--- config.mk ---
export PLATFORM = sky130hd
export DESIGN_NAME = i2s_rx_capture_flat
export DESIGN_NICKNAME = d
export VERILOG_FILES = /design/src/rtl/i2s_rx_capture_if.sv /design/src/rtl/i2s_rx_capture.sv /design/src/flat_wrapper.sv
export SDC_FILE = /design/constraint.sdc
export NUM_CORES = 1
export LEC_CHECK = 0
export CORE_MARGIN = 2
export CORE_UTILIZATION = 47
export CTS_BUF_LIST = sky130_fd_sc_hd__clkbuf_4 sky130_fd_sc_hd__clkbuf_8 sky130_fd_sc_hd__clkbuf_16
export DETAILED_ROUTE_END_ITERATION = 8
export HOLD_SLACK_MARGIN = 0.03
export PLACE_DENSITY_LB_ADDON = 0.3
export SLEW_MARGIN = 20
export SYNTH_ARGS = -nofsm -noshare
export SYNTH_HDL_FRONTEND = slang
export SYNTH_SLANG_ARGS = --single-unit
--- constraint.sdc ---
create_clock -name clk_25mhz -period 2.5 [get_ports clk_25mhz]
set_clock_uncertainty 0.2 [all_clocks]
set_input_delay 0.625 -clock clk_25mhz [delete_from_list [all_inputs] [get_ports clk_25mhz]]
set_output_delay 0.625 -clock clk_25mhz [all_outputs]
set_load 0.02 [all_outputs]
--- src/rtl/i2s_rx_capture_if.sv ---
// i2s_rx_capture_if
//   Output stream of the I2S capture stage: one stereo frame per transfer.
//   A transfer happens on any clock edge where out_valid && out_ready.
//   Ports:
//     left_out  / right_out : captured channel words (WIDTH bits each)
//     out_valid             : frame on left_out/right_out is valid
//     out_ready             : consumer accepts the held frame
//   Modports: master = capture block (producer), slave = consumer.
interface i2s_rx_capture_if #(
  parameter int WIDTH = 16
);
  logic [WIDTH-1:0] left_out;
  logic [WIDTH-1:0] right_out;
  logic             out_valid;
  logic             out_ready;

  modport master (
    output left_out,
    output right_out,
    output out_valid,
    input  out_ready
  );

  modport slave (
    input  left_out,
    input  right_out,
    input  out_valid,
    output out_ready
  );
endinterface

--- src/rtl/i2s_rx_capture.sv ---
// i2s_rx_capture
//   Oversamples the I2S pins (sdata, bclk, lrclk) on clk_25mhz, rebuilds each
//   stereo frame into parallel words and hands it off through a one-entry
//   valid/ready output register. Flags framing errors and overruns.
//   Ports:
//     clk_25mhz, reset : system clock, synchronous active-high reset
//     enable           : capture enable; low forces idle and drops lock
//     sdata/bclk/lrclk : asynchronous serial pins (lrclk 0 = left, 1 = right)
//     clr_err          : one-cycle pulse clearing the sticky flags
//     out_if           : output frame stream (left_out, right_out, valid/ready)
//     frame_err        : sticky, a word had a bit count other than WIDTH
//     overrun          : sticky, a frame completed while the output was full
//     frame_cnt        : frames loaded into the output register (wraps)
module i2s_rx_capture #(
  parameter int WIDTH = 16
) (
  input  logic                clk_25mhz,
  input  logic                reset,
  input  logic                enable,
  input  logic                sdata,
  input  logic                bclk,
  input  logic                lrclk,
  input  logic                clr_err,
  i2s_rx_capture_if.master    out_if,
  output logic                frame_err,
  output logic                overrun,
  output logic [15:0]         frame_cnt
);

  localparam int CW = $clog2(WIDTH + 2);
  localparam logic [CW-1:0] CNT_MAX  = CW'(WIDTH + 1);
  localparam logic [CW-1:0] CNT_LAST = CW'(WIDTH - 1);

  typedef enum logic {UNLOCKED, LOCKED} state_e;

  // Pin synchronizers, bit order {sdata, bclk, lrclk}. Not reset: they only
  // track the pins, and leaving them free-running avoids a false bclk edge
  // when reset releases while the bclk pin is high.
  logic [2:0] sync1_q, sync1_d;
  logic [2:0] sync2_q, sync2_d;
  logic       bclk_prev_q, bclk_prev_d;

  state_e           state_q, state_d;
  logic [WIDTH-1:0] shreg_q, shreg_d;
  logic [CW-1:0]    bitcnt_q, bitcnt_d;
  logic             lr_prev_q, lr_prev_d;
  logic [WIDTH-1:0] left_hold_q, left_hold_d;
  logic             left_good_q, left_good_d;
  logic [WIDTH-1:0] left_out_q, left_out_d;
  logic [WIDTH-1:0] right_out_q, right_out_d;
  logic             out_valid_q, out_valid_d;
  logic             frame_err_q, frame_err_d;
  logic             overrun_q, overrun_d;
  logic [15:0]      frame_cnt_q, frame_cnt_d;

  logic             sd_s, bclk_s, lr_s;
  logic             rise, word_end, good;
  logic [WIDTH-1:0] shift_nx;
  logic             new_frame, new_err, ovr_set;

  assign sd_s   = sync2_q[2];
  assign bclk_s = sync2_q[1];
  assign lr_s   = sync2_q[0];

  always_comb begin
    sync1_d     = {sdata, bclk, lrclk};
    sync2_d     = sync1_q;
    bclk_prev_d = bclk_s;

    state_d     = state_q;
    shreg_d     = shreg_q;
    bitcnt_d    = bitcnt_q;
    lr_prev_d   = lr_prev_q;
    left_hold_d = left_hold_q;
    left_good_d = left_good_q;
    left_out_d  = left_out_q;
    right_out_d = right_out_q;
    out_valid_d = out_valid_q;
    frame_cnt_d = frame_cnt_q;

    rise      = bclk_s & ~bclk_prev_q;
    shift_nx  = {shreg_q[WIDTH-2:0], sd_s};
    // One-bit I2S delay: the rise that sees lrclk flip samples the LSB of
    // the word that is finishing.
    word_end  = rise && (lr_s != lr_prev_q);
    good      = (bitcnt_q == CNT_LAST);
    new_frame = 1'b0;
    new_err   = 1'b0;
    ovr_set   = 1'b0;

    if (!enable) begin
      state_d     = UNLOCKED;
      shreg_d     = '0;
      bitcnt_d    = '0;
      left_good_d = 1'b0;
    end else if (rise) begin
      shreg_d   = shift_nx;
      lr_prev_d = lr_s;
      if (word_end) begin
        bitcnt_d = '0;
        if (state_q == UNLOCKED) begin
          // First word end only establishes alignment; that word is partial.
          state_d = LOCKED;
        end else if (!lr_prev_q) begin
          left_hold_d = shift_nx;
          left_good_d = good;
          new_err     = !good;
        end else begin
          new_frame   = left_good_q && good;
          new_err     = !good;
          // A left word pairs with exactly one right word.
          left_good_d = 1'b0;
        end
      end else if (bitcnt_q != CNT_MAX) begin
        bitcnt_d = bitcnt_q + 1'b1;
      end
    end

    if (new_frame) begin
      if (!out_valid_q || out_if.out_ready) begin
        left_out_d  = left_hold_q;
        right_out_d = shift_nx;
        out_valid_d = 1'b1;
        frame_cnt_d = frame_cnt_q + 16'd1;
      end else begin
        ovr_set = 1'b1;
      end
    end else if (out_valid_q && out_if.out_ready) begin
      out_valid_d = 1'b0;
    end

    // A new error in the clearing cycle wins over the clear.
    frame_err_d = (frame_err_q & ~clr_err) | new_err;
    overrun_d   = (overrun_q & ~clr_err) | ovr_set;
  end

  always_ff @(posedge clk_25mhz) begin
    sync1_q     <= sync1_d;
    sync2_q     <= sync2_d;
    bclk_prev_q <= bclk_prev_d;
  end

  always_ff @(posedge clk_25mhz) begin
    if (reset) begin
      state_q     <= UNLOCKED;
      shreg_q     <= '0;
      bitcnt_q    <= '0;
      lr_prev_q   <= 1'b0;
      left_hold_q <= '0;
      left_good_q <= 1'b0;
      left_out_q  <= '0;
      right_out_q <= '0;
      out_valid_q <= 1'b0;
      frame_err_q <= 1'b0;
      overrun_q   <= 1'b0;
      frame_cnt_q <= '0;
    end else begin
      state_q     <= state_d;
      shreg_q     <= shreg_d;
      bitcnt_q    <= bitcnt_d;
      lr_prev_q   <= lr_prev_d;
      left_hold_q <= left_hold_d;
      left_good_q <= left_good_d;
      left_out_q  <= left_out_d;
      right_out_q <= right_out_d;
      out_valid_q <= out_valid_d;
      frame_err_q <= frame_err_d;
      overrun_q   <= overrun_d;
      frame_cnt_q <= frame_cnt_d;
    end
  end

  assign out_if.left_out  = left_out_q;
  assign out_if.right_out = right_out_q;
  assign out_if.out_valid = out_valid_q;
  assign frame_err        = frame_err_q;
  assign overrun          = overrun_q;
  assign frame_cnt        = frame_cnt_q;

endmodule
--- src/flat_wrapper.sv ---
// flat-port wrapper written by rule: the top's interface ports become plain ports
module i2s_rx_capture_flat 
#(
  parameter int WIDTH = 16
)
  (clk_25mhz, reset, enable, sdata, bclk, lrclk, clr_err, frame_err, overrun, frame_cnt, out_if_left_out, out_if_right_out, out_if_out_valid, out_if_out_ready);
  i2s_rx_capture_if #(.WIDTH(WIDTH)) out_if_i ();
  input  logic clk_25mhz;
  input  logic reset;
  input  logic enable;
  input  logic sdata;
  input  logic bclk;
  input  logic lrclk;
  input  logic clr_err;
  output logic frame_err;
  output logic overrun;
  output logic [15:0] frame_cnt;
  output wire logic [$bits(out_if_i.left_out)-1:0] out_if_left_out;
  output wire logic [$bits(out_if_i.right_out)-1:0] out_if_right_out;
  output wire logic [$bits(out_if_i.out_valid)-1:0] out_if_out_valid;
  input wire logic [$bits(out_if_i.out_ready)-1:0] out_if_out_ready;
  assign out_if_left_out = out_if_i.left_out;
  assign out_if_right_out = out_if_i.right_out;
  assign out_if_out_valid = out_if_i.out_valid;
  assign out_if_i.out_ready = out_if_out_ready;
  i2s_rx_capture #(.WIDTH(WIDTH)) u_core (.clk_25mhz(clk_25mhz), .reset(reset), .enable(enable), .sdata(sdata), .bclk(bclk), .lrclk(lrclk), .clr_err(clr_err), .out_if(out_if_i), .frame_err(frame_err), .overrun(overrun), .frame_cnt(frame_cnt));
endmodule
==> summary.md <==
| Metric | Value |
|---|---|
| Crit path capture type | `register` |
| Clock slew at reported path FFs | `100 ps` |
| Post-route DRC | `0` |
| Psw | `0.6098 mW` |
| Routed wire length | `8.112 mm` |
| Synthesized area per cell | `8.285 um2` |
| Routed len/inst | `13.28 um` |
| R2r worst-path depth | `8` |
| Die ar. | `0.008494 mm2` |
| Met1 Track Usage GR | `0.2687` |
| Io pins | `59` |
| Die width | `92.17 um` |
| # clock sinks | `97` |
| Vias in the first global route | `2992` |
| Sequential-to-total area share from yosys stat | `0.5315` |
| Critical Path Source Type | `register` |
| Internal power | `2.052 mW` |
| Hold path cells | `0` |
| Flop pwr share | `0.585` |
| Post-DP HPWL | `5.385 mm` |
| CTS buffer count | `9` |
| Maximum clock frequency | `0.3962 GHz` |
| Max cap viols | `0` |
| Clock group share of total power | `0.390` |
| Top-area cell type share of the netlist area | `0.5315` |
| Placeable Area | `0.007647 mm2` |
| Most used routing layer | `met2` |
| Comb power frac | `0.025` |
| Post-Syn Instances | `441` |
| Net Sw Frac | `0.2291` |
| Initial antenna violation count | `0` |
| Vias | `3170` |
| Synthesized cell area | `0.003654 mm2` |
| GP Congestion | `0.7787` |
| GR met3 Demand/Resource | `0.03122` |
| Vias per cell | `5.188` |
| Worst-Margin Slew | `718.3 ps` |
| WS Path Type | `register to register` |
| Total grt overflow | `0` |
| Max_slew headroom | `0.5211` |
| Core Rows | `32` |
| Syn_nets | `453` |
| Nets | `516` |
| Hold slack | `136.8 ps` |
| Failing checks | `setup timing` |
| Clock H-tree levels | `3` |
| CTS tree | `built` |
| Later-pin clock latency in the skew report | `360 ps` |
| RSZ-0062 raised after global routing | `yes` |
| Final setup vio count | `3` |
| # hold bufs at CTS | `0` |
| Share of layout cells above drive strength 1 | `0.1277` |
| Leakage | `1.571 nW` |
| Inserted Diodes | `0` |
| Gr usage total | `0.1992` |
| CP required | `2600 ps` |
| Library cells used by synthesis | `36` |
| Pin count of the biggest net entering global routing | `69` |
| YS warnings | `0` |
| First-pass GRT wire length | `13.68 mm` |
| Fin area | `0.004776 mm2` |
| Worst Hold Class | `register to register` |
| Initial Utilization | `0.4777` |
| Placed Area | `0.004448 mm2` |
| #FFs+latches synth | `97` |
| Iter 0 DRT Violations | `199` |
| Worst endpoint data arrival time | `2620 ps` |
| Pwr/cell area | `557.4 mW/mm2` |
| Layout area overhead | `30.72%` |
| Met2 Use GR | `0.3150` |
| Number of port buffers | `58` |
| Cell taking the most area after synthesis | `dfxtp_1` |
| Pwr Total | `2.662 mW` |
| Commonest non-fill, non-tap cell in the layout | `nand2_1` |
| Pre-Repair DR Iteration Count | `4` |
| Min Tclk post-route | `2524 ps` |
| Most frequent cells in the layout | `134 x nand2_1, 95 x dfxtp_1, 78 x a21oi_1` |
| Maximum vdd drop | `0.3506 mV` |
| Core Util, Final | `0.6245` |
| Final period utilization | `1.010` |
| Status | `finished, violations left` |
| Antenna viol nets, final | `0` |
| Clk buf depth | `2` |
| Max-slew violation count | `0` |
| Clock Tree Root | `clkbuf_8` |
| Final hold vios | `0` |
| Worst setup margin | `-24.14 ps` |
| Setup TNS | `-56.39 ps` |
| Die height | `92.17 um` |
| Top post-synthesis cells by area | `dfxtp_1 53%, nand2_1 14%, a21oi_1 11%` |
| CP max FO | `6` |
## sequential cells by signal, indices dropped and copies added, names as in the netlist
register                 count
u_core.bclk_prev_q           1
u_core.bitcnt_q              5
u_core.frame_cnt            16
u_core.frame_err             1
u_core.left_good_q           1
u_core.left_hold_q          16
u_core.lr_prev_q             1
u_core.out_if.left_out      16
u_core.out_if.out_valid      1
u_core.out_if.right_out     16
u_core.overrun               1
u_core.shreg_q              15
u_core.state_q               1
u_core.sync1_q               3
u_core.sync2_q               3
## cell usage after synthesis
| cell | instances |
|---|---|
| nand2_1 | 134 |
| dfxtp_1 | 97 |
| a21oi_1 | 81 |
| clkbuf_1 | 25 |
| nor2_1 | 12 |
| or4_1 | 9 |
| o31ai_1 | 8 |
| nand3_1 | 7 |
| inv_1 | 6 |
| o21ai_0 | 6 |
| nand4_1 | 5 |
| nor3_1 | 5 |
| or3_1 | 5 |
| ha_1 | 4 |
| xnor2_1 | 4 |
| a2bb2oi_1 | 3 |
| mux2i_1 | 3 |
| nand2b_1 | 3 |
| nor2b_1 | 3 |
| and3_1 | 2 |
| buf_2 | 2 |
| nand4b_4 | 2 |
| nor4_1 | 2 |
| a31oi_1 | 1 |
| and2_1 | 1 |
| and4_1 | 1 |
| buf_1 | 1 |
| buf_4 | 1 |
| nand3b_1 | 1 |
| nand4b_1 | 1 |
| nand4bb_1 | 1 |
| nor3b_1 | 1 |
| o41ai_1 | 1 |
| or2_2 | 1 |
| or3b_2 | 1 |
| xor2_1 | 1 |
## critical path, stage by stage (launching register included)
cell,delay (ps)
dfxtp_4,370
ha_4,130
and3_4,190
ha_4,140
nand4b_4,100
or4_4,580
buf_6,160
or4_4,480
a21oi_2,120
## final cells by class
type                       instances  area [um2]
fill                             667        2872
sequential                        97        1949
multi-input combinational        309        1685
timing repair buffer              81       783.3
clock buffer                      12       170.2
tap                              102       127.6
clock inverter                     4       37.54
inverter                           6       22.52
## logic make-up after synthesis
family,after synthesis,share of synthesized area
XOR/XNOR,5,0.01199
multiplexers,3,0.008220
flip-flops,97,0.5315
AND/OR/NAND/NOR,197,0.2500
adder cells (fa/ha/maj),4,0.01370
buffers and inverters,35,0.03767
AO/OA/AOI/OAI,100,0.1469
## per-layer routing
| layer | part of all wire | up-vias |
|---|---|---|
| met3 | 0.037 | 7 |
| met1 | 0.47 | 1482 |
| met2 | 0.48 | 64 |
| met5 | 0 | - |
| met4 | 0.010 | 0 |
| li1 | - | 1617 |
## path summary, 6_finish.rpt
| check | slack (ps) | from | end |
|---|---|---|---|
| worst min register to register | 140 | u_core.sync1_q[0] | u_core.sync2_q[0] |
| worst max-delay path | -20 | u_core.bitcnt_q[1] | u_core.frame_cnt[8] |
| worst max register to register | -20 | u_core.bitcnt_q[1] | u_core.frame_cnt[8] |
| worst min-delay path | 140 | u_core.sync1_q[0] | u_core.sync2_q[0] |
## stage by stage
stage,cells,worst slack (ps)
after floorplan,441,7.295
after global placement,591,-393.0
after detailed placement,591,-412.3
after CTS,611,-23.63
after global routing,611,-86.69
final,611,-24.14
## power by group through the flow
stage | registers (mW) | logic (mW) | clock network (mW)
CTS | 1.56 | 0.0669 | 1.06
detailed placement | 1.59 | 0.0668 | 0
floorplan | 1.59 | 0.0444 | 0
global placement | 1.59 | 0.0658 | 0
finish | 1.56 | 0.0678 | 1.04
global route | 1.56 | 0.0738 | 1.12
## repair_timing
action / in CTS / in global routing
setup buffers: 4 / 0
pin swaps: 4 / 9
gates resized for setup: 6 / 16
setup endpoints to repair: 5 / 10
Power figures use the tool's default switching activity.
